==> config.mk <==
export PLATFORM = sky130hd
export DESIGN_NAME = temp_transposer
export DESIGN_NICKNAME = d
export VERILOG_FILES = /design/src/rtl/matmul_pkg.sv /design/src/rtl/tr_row_buf.sv /design/src/rtl/temp_transposer.sv
export SDC_FILE = /design/constraint.sdc
export NUM_CORES = 1
export LEC_CHECK = 0
export BUFFER_PORTS_ARGS = -buffer_cell sky130_fd_sc_hd__buf_2
export CORE_ASPECT_RATIO = 0.5
export CORE_UTILIZATION = 62
export DETAILED_ROUTE_END_ITERATION = 6
export PLACE_DENSITY = 0.92
export SLEW_MARGIN = 20
export SYNTH_ARGS = -nofsm -noshare
export SYNTH_HDL_FRONTEND = slang
export SYNTH_SLANG_ARGS = --single-unit
==> constraint.sdc <==
create_clock -name clk_i -period 7.1 [get_ports clk_i]
set_clock_uncertainty 0.2 [all_clocks]
set_input_delay 1.065 -clock clk_i [delete_from_list [all_inputs] [get_ports clk_i]]
set_output_delay 1.065 -clock clk_i [all_outputs]
set_load 0.05 [all_outputs]
==> src/rtl/matmul_pkg.sv <==
// Shared matmul constants and the transposer FSM state type.
package matmul_pkg;

    localparam int MAC_NUM    = 8;
    localparam int DATA_WIDTH = 64;
    localparam int ELEM_WIDTH = DATA_WIDTH / MAC_NUM;

    typedef enum logic [2:0] {
        IDLE  = 3'd0,
        FETCH = 3'd1,
        DRAIN = 3'd2,
        EMIT  = 3'd3,
        DONE  = 3'd4
    } tr_state_e;

endpackage

==> src/rtl/tr_row_buf.sv <==
// Row buffer for one tile plus the column/row select mux feeding col_data.
module tr_row_buf #(
    parameter int MAC_NUM    = matmul_pkg::MAC_NUM,
    parameter int DATA_WIDTH = matmul_pkg::DATA_WIDTH,
    parameter int ELEM_WIDTH = matmul_pkg::ELEM_WIDTH,
    parameter int ADDR_WIDTH = $clog2(MAC_NUM)
) (
    input  logic                  clk_i,
    input  logic                  rst_i,
    input  logic                  wr_en_i,
    input  logic [ADDR_WIDTH-1:0] wr_addr_i,
    input  logic [DATA_WIDTH-1:0] wr_data_i,
    input  logic [ADDR_WIDTH-1:0] sel_i,
    input  logic                  row_mode_i,
    output logic [DATA_WIDTH-1:0] data_o
);

    logic [DATA_WIDTH-1:0] rows_q [MAC_NUM];
    logic [DATA_WIDTH-1:0] col_word;

    always_ff @(posedge clk_i) begin
        if (rst_i) begin
            for (int i = 0; i < MAC_NUM; i++) begin
                rows_q[i] <= '0;
            end
        end else if (wr_en_i) begin
            rows_q[wr_addr_i] <= wr_data_i;
        end
    end

    // Element r of the output column comes from element sel of row r.
    generate
        for (genvar gi = 0; gi < MAC_NUM; gi++) begin : g_col
            assign col_word[gi*ELEM_WIDTH +: ELEM_WIDTH] = rows_q[gi][sel_i*ELEM_WIDTH +: ELEM_WIDTH];
        end
    endgenerate

    assign data_o = row_mode_i ? rows_q[sel_i] : col_word;

endmodule

==> src/rtl/temp_transposer.sv <==
// Reads one MAC_NUM x MAC_NUM tile from the temp buffer and emits it column by column.
// Optional TRANSPOSER_ROW_MODE_EN adds row_mode_i to emit rows unchanged instead.
module temp_transposer #(
    parameter int MAC_NUM      = matmul_pkg::MAC_NUM,
    parameter int DATA_WIDTH   = matmul_pkg::DATA_WIDTH,
    localparam int ELEM_WIDTH  = DATA_WIDTH / MAC_NUM,
    localparam int ADDR_WIDTH  = $clog2(MAC_NUM)
) (
    input  logic                  clk_i,
    input  logic                  rst_i,
    input  logic                  start_i,
`ifdef TRANSPOSER_ROW_MODE_EN
    input  logic                  row_mode_i,
`endif
    input  logic                  wr_temp_en_i,
    output logic                  rd_temp_en_o,
    output logic [ADDR_WIDTH-1:0] rd_temp_addr_o,
    input  logic [DATA_WIDTH-1:0] rd_data_i,
    output logic                  col_valid_o,
    input  logic                  col_ready_i,
    output logic [DATA_WIDTH-1:0] col_data_o,
    output logic [ADDR_WIDTH-1:0] col_idx_o,
    output logic                  busy_o,
    output logic                  done_o
);

    import matmul_pkg::*;

    localparam logic [ADDR_WIDTH-1:0] LAST_IDX = ADDR_WIDTH'(MAC_NUM - 1);

    tr_state_e             state_q, state_d;
    logic [ADDR_WIDTH-1:0] addr_q, addr_d;
    logic [ADDR_WIDTH-1:0] col_idx_q, col_idx_d;
    logic                  pend_q, pend_d;
    logic [ADDR_WIDTH-1:0] pend_addr_q, pend_addr_d;
    logic                  row_mode_q;
    logic [DATA_WIDTH-1:0] buf_data;

    always_ff @(posedge clk_i) begin
        if (rst_i) begin
            state_q     <= IDLE;
            addr_q      <= '0;
            col_idx_q   <= '0;
            pend_q      <= 1'b0;
            pend_addr_q <= '0;
        end else begin
            state_q     <= state_d;
            addr_q      <= addr_d;
            col_idx_q   <= col_idx_d;
            pend_q      <= pend_d;
            pend_addr_q <= pend_addr_d;
        end
    end

`ifdef TRANSPOSER_ROW_MODE_EN
    logic row_mode_d;

    assign row_mode_d = (state_q == IDLE && start_i) ? row_mode_i : row_mode_q;

    always_ff @(posedge clk_i) begin
        if (rst_i) begin
            row_mode_q <= 1'b0;
        end else begin
            row_mode_q <= row_mode_d;
        end
    end
`else
    assign row_mode_q = 1'b0;
`endif

    always_comb begin
        state_d      = state_q;
        addr_d       = addr_q;
        col_idx_d    = col_idx_q;
        pend_d       = 1'b0;
        pend_addr_d  = addr_q;
        rd_temp_en_o = 1'b0;
        col_valid_o  = 1'b0;
        done_o       = 1'b0;
        busy_o       = (state_q != IDLE) && (state_q != DONE);

        case (state_q)
            IDLE: begin
                if (start_i) begin
                    state_d   = FETCH;
                    addr_d    = '0;
                    col_idx_d = '0;
                end
            end
            FETCH: begin
                // A concurrent buffer write wins the port; hold the address and retry.
                if (!wr_temp_en_i) begin
                    rd_temp_en_o = 1'b1;
                    pend_d       = 1'b1;
                    if (addr_q == LAST_IDX) begin
                        addr_d  = '0;
                        state_d = DRAIN;
                    end else begin
                        addr_d = addr_q + 1'b1;
                    end
                end
            end
            DRAIN: begin
                if (pend_q) begin
                    state_d = EMIT;
                end
            end
            EMIT: begin
                col_valid_o = 1'b1;
                if (col_ready_i) begin
                    if (col_idx_q == LAST_IDX) begin
                        col_idx_d = '0;
                        state_d   = DONE;
                    end else begin
                        col_idx_d = col_idx_q + 1'b1;
                    end
                end
            end
            DONE: begin
                done_o  = 1'b1;
                state_d = IDLE;
            end
            default: begin
                state_d = IDLE;
            end
        endcase
    end

    tr_row_buf #(
        .MAC_NUM    (MAC_NUM),
        .DATA_WIDTH (DATA_WIDTH),
        .ELEM_WIDTH (ELEM_WIDTH),
        .ADDR_WIDTH (ADDR_WIDTH)
    ) u_row_buf (
        .clk_i      (clk_i),
        .rst_i      (rst_i),
        .wr_en_i    (pend_q),
        .wr_addr_i  (pend_addr_q),
        .wr_data_i  (rd_data_i),
        .sel_i      (col_idx_q),
        .row_mode_i (row_mode_q),
        .data_o     (buf_data)
    );

    assign rd_temp_addr_o = addr_q;
    assign col_idx_o      = col_idx_q;
    assign col_data_o     = (state_q == EMIT) ? buf_data : '0;

endmodule

# After elaboration in Yosys (flattened, before gate mapping)
# Memories as Yosys holds them, arrays and structs flattened.
# Index checks and enable logic that the tools add are counted.
# op_classes
add_sub_neg	2
n_reduce_logical	9
muxes	27
eq_ne	13
shifts	8
# op_table
cell	n
64-bit by 7-bit indexed part select with 8-bit output	8
64-bit 2-to-1 mux	2
64-bit OR reduction	1
3-bit 2-to-1 mux	12
2-bit != test (second input constant)	6
3-bit one-hot mux with 2 select lines	2
3-bit one-hot mux with 4 select lines	1
1-bit 2-to-1 mux	10
3-bit == test (second input constant)	3
3-bit by 1-bit adder with 3-bit output (second input constant)	2
3-bit by 2-bit == test with 1-bit output (second input constant)	2
3-bit AND reduction	2
6-bit AND reduction	1
2-bit nonzero test	2
3-bit by 1-bit == test with 1-bit output (second input constant)	1
3-bit zero test	1
3-bit != test (second input constant)	1
3-bit nonzero test	1
1-bit logical AND	1
# totals
ram_bits	512
out_inout_bits	74
word_cells	65
inputBits	69
n_memories	1
ff_bits	13
# memory_table
memory	depth	word_bits	rd	rd_ports_with_merged_regs	wr	line	text
u_row_buf.rows_q	8	64	8	0	8	tr_row_buf.sv:18	logic [DATA_WIDTH-1:0] rows_q [MAC_NUM];

# Depth between registers and ports, before layout
# depth
depth_word	5
ltp_mapped	6
mapped_depth_nobuf	6

# Hierarchy
# From an unflattened synthesis, not the netlist that was laid out.
# unflattened
cells_unflattened	1668
area_unflattened_um2	28354.7
# by_module_without_submodules
module	cells_each	seq_area_each_um2	area_per_inst_um2	instances
tr_row_buf	1524	15374.7	27246.1	1
temp_transposer	144	260.2	1108.6	1

# Worst setup path after synthesis
# No wires, ideal clock.
# synth_path
kind	input -> output
startpoint	in wr_temp_en_i
endpoint	out rd_temp_en_o
slack_ns	3.399
arrival_ns	2.436
path_buffers	0
stages	2
required_time_ns	5.835
cell_sequence	nand2b_1 -> nor3_1
# synth_via
elab_chain_len	2
# synth_lines
element	line	text
start: declaration	temp_transposer.sv:15	input logic wr_temp_en_i,
1-bit 2-to-1 mux	temp_transposer.sv:92	if (!wr_temp_en_i) begin
1-bit 2-to-1 mux	temp_transposer.sv:82	case (state_q)
end: declaration	temp_transposer.sv:16	output logic rd_temp_en_o,
# No other way between the ends.

# Worst setup path in the final report
# layout_path
startpoint	reg col_idx_q[0], in the netlist col_idx_o[0]
endpoint	out col_data_o[36]
# layout_via
elab_chain_len	2
# layout_lines
element	line	text
start: declaration	temp_transposer.sv:33	logic [ADDR_WIDTH-1:0] col_idx_q, col_idx_d;
start signal: assignment	temp_transposer.sv:49	col_idx_q <= col_idx_d;
64-bit by 7-bit indexed part select with 8-bit output	tr_row_buf.sv:34	assign col_word[gi*ELEM_WIDTH +: ELEM_WIDTH] = rows_q[gi][sel_i*ELEM_WIDTH +: ELEM_WIDTH];
64-bit 2-to-1 mux	temp_transposer.sv:147	assign col_data_o = (state_q == EMIT) ? buf_data : '0;
end: declaration	temp_transposer.sv:21	output logic [DATA_WIDTH-1:0] col_data_o,
# No other way between the ends.

==> impl_metrics.tcl <==
set metrics [dict create \
    outcome "finished, final reports clean" \
    setup_tns_ps 0 \
    synthFlopType "edfxtp_1" \
    setup_ws_ps 2340 \
    synth_cells 1469 \
    globalplace.congestion 0.8809 \
    worstPathRequired_ps 5830 \
    cts-resized-gates 0 \
    fmax_mhz 210.1 \
    die_h_um 139.9 \
    grt_antenna_before_repair 33 \
    portBuffers 142 \
    synthTopCellsByArea "edfxtp_1 (65%), and2_1 (14%), mux4_2 (12%), mux2i_1 (2.8%), nor2_1 (1.3%)" \
    htree_levels 2 \
    layout_min_cycle_time_ps 4760 \
    cts_tree "yes" \
    syn_nets 1542 \
    grt_max_degree 69 \
    placedInstanceArea_um2 24600 \
    clkTransAtPathRegs_ps 70 \
    end_kind "primary output" \
    worstHoldStart "rd_temp_addr_o[1]" \
    boundaryPins 143 \
    whs_endpoint "pend_addr_q[1]" \
    synth-edff-count 512 \
    slew_headroom 0.2838 \
    route.detailed.wl_per_inst_um 30.66 \
    synth.avg_cell_area_um2 16.06 \
    grt_pass1_wl_um 90970 \
    ys_ff_latch 525 \
    die_x_um 277.8 \
    yosys.area.top_type "edfxtp_1" \
    leakagePower_nw 9.393 \
    syn-cell-area_um2 23590 \
    worstRegToRegCells 4 \
    cts_num_sinks 525 \
    yosysUniqueCellTypes 35 \
    rsz0062_at_grt "no" \
    rows 50 \
    fin_crit_sh 0.6704 \
    holdCritPathClass "reg -> reg" \
    post_cts_buffers 0 \
    pre_cts_slack_ps 2387 \
    coreArea_um2 37410 \
    multi_input_area_um2 7476 \
    yosysWarnings 0 \
    cts-root-buf "clkbuf_16" \
    synth_common_cells "and2_1 (512), edfxtp_1 (512), mux4_2 (128)" \
    first_pass_iters 7 \
    drt_iter0_markers 2338 \
    maxSlewViolCount 0 \
    slowest_stage "dfxtp_4" \
    cp_max_fo 42 \
    worstSetupPathType "reg -> out" \
    totalWireLength_um 65000 \
    r2r_start "pend_q" \
    num_vias 14045 \
    initial_core_util 0.6304 \
    die_area_um2 38870 \
    gr-usage-all-layers 0.3337 \
    rr_endpoint "u_row_buf.rows_q[2][30]" \
    holdPathStages 1 \
    max-cap-violations 0 \
    route.detailed.drc 0 \
    synth_top_cell_area_share 0.6519 \
    viasPerCell 6.625 \
    gr-total-overflow 0 \
    fin_area_um2 26030 \
    drive_gt1_frac 0.2285 \
    crit_chain "buf_4 > mux4_2 > mux2i_1 > nor2_1 > buf_2" \
    fillers 2067 \
    nNetsFinal 1646 \
    hold_buffers 0 \
    hpwl_um 37070 \
    syn2layout_area_growth_pct 10.37 \
    worst_path_largest_cell_delay_ps 920 \
    regToRegSetupSlack_ps 3290 \
    tightest_slew_ps 1072 \
    report.final.setup_viol 0 \
    cts_made_buffers 45 \
    ys_seq_area_frac 0.6629 \
    grt_pass1_vias 13842 \
    async_reset_ff_frac 0 \
    finalHoldViolations 0 \
    drtAntennaViolNets 0 \
    clock_latency_ps 570 \
    ff_latch_area_um2 15650 \
    power_density_nw_per_um2 248.1 \
    start_kind "flop" \
    cts_buffer_depth 3 \
    crit_arrival_ps 3490 \
    peakVddDrop_mv 0.1639 \
]
worst max-delay path, delay by kind of cell, from the launching register on:
family	cells	cell delay (ps)
DFF	1	920
muxes	2	950
buffers and inverters	2	930
and+or+nand+nor	1	70
worst max-delay path by stage:
stage                  from                 endpoint  depth (start not counted)  slack [ps]
6_report       col_idx_o[0]           col_data_o[36]                          5        2340
5_1_grt        col_idx_o[0]           col_data_o[36]                          5        2160
4_1_cts        col_idx_o[0]           col_data_o[36]                          5        2300
3_5_place_dp          rst_i  u_row_buf.rows_q[2][35]                          5        2390
3_3_place_gp          rst_i  u_row_buf.rows_q[2][35]                          5        2480
2_1_floorplan  wr_temp_en_i             rd_temp_en_o                          2        3400
registers in the layout, indices dropped and copies added, names as in the netlist:
| signal | flops |
|---|---|
| state_q | 3 |
| u_row_buf.rows_q | 512 |
| pend_q | 1 |
| pend_addr_q | 3 |
| col_idx_o | 3 |
| rd_temp_addr_o | 3 |
kinds of logic after synthesis:
family / Yosys count / synth area share
muxes: 196 / 0.1511
DFF: 525 / 0.6629
and+or+nand+nor: 627 / 0.1579
buffers and inverters: 107 / 0.02249
AOI/OAI and AO/OA: 9 / 0.003024
adders and majority gates: 4 / 0.002122
xor gates and xnor gates: 1 / 0.0003714
metrics by stage:
step / power [mW] / instances / util / hold slack, ps
floorplan: 3.930 / 1469 / - / 298.6
global placement: 4.124 / 2018 / 0.6576 / 352.7
detailed placement: 4.145 / 2018 / 0.6576 / 341.3
CTS: 6.415 / 2094 / 0.6931 / 354.4
global route: 6.567 / 2101 / 0.6945 / 370.6
finish: 6.459 / 2120 / 0.6958 / 357.0
cell usage in the layout (no fill, tap or decap), drive strengths merged, types with 2 or more instances in the layout:
master and count:
clkbuf 54, ha 4, mux4 128, inv 3
and2 513, or2 9, nand3b 2, nand2b 4
a211o 2, nor2 79, edfxtp 512, nor3b 3
a22oi 3, bufinv 3, dfxtp 13, diode 24
nor3 6, buf 161, nor2b 4, clkinv 19
mux2i 67, nand2 3, or3b 2
layer usage:
metal / GRT usage / part of all wire
met1: 0.3994 / 0.31
met2: 0.5338 / 0.48
met3: 0.1063 / 0.15
met4: 0.2088 / 0.057
met5: 0 / 0.00089
where the power goes:
group | switching, mW | internal, mW | leakage [nW]
logic | 0.377 | 0.150 | 3.35
registers | 0.0628 | 3.52 | 5.39
clock network | 1.09 | 1.26 | 0.652
cell type report:
class	count	share of cell area
antenna	24	0.002307
clock buffer	54	0.04456
clock inverter	22	0.006489
inverter	3	0.0004326
multi-input combinational	837	0.2872
sequential	525	0.6011
tap	494	0.02374
timing repair buffer	161	0.03422
Power figures use the tool's default switching activity.
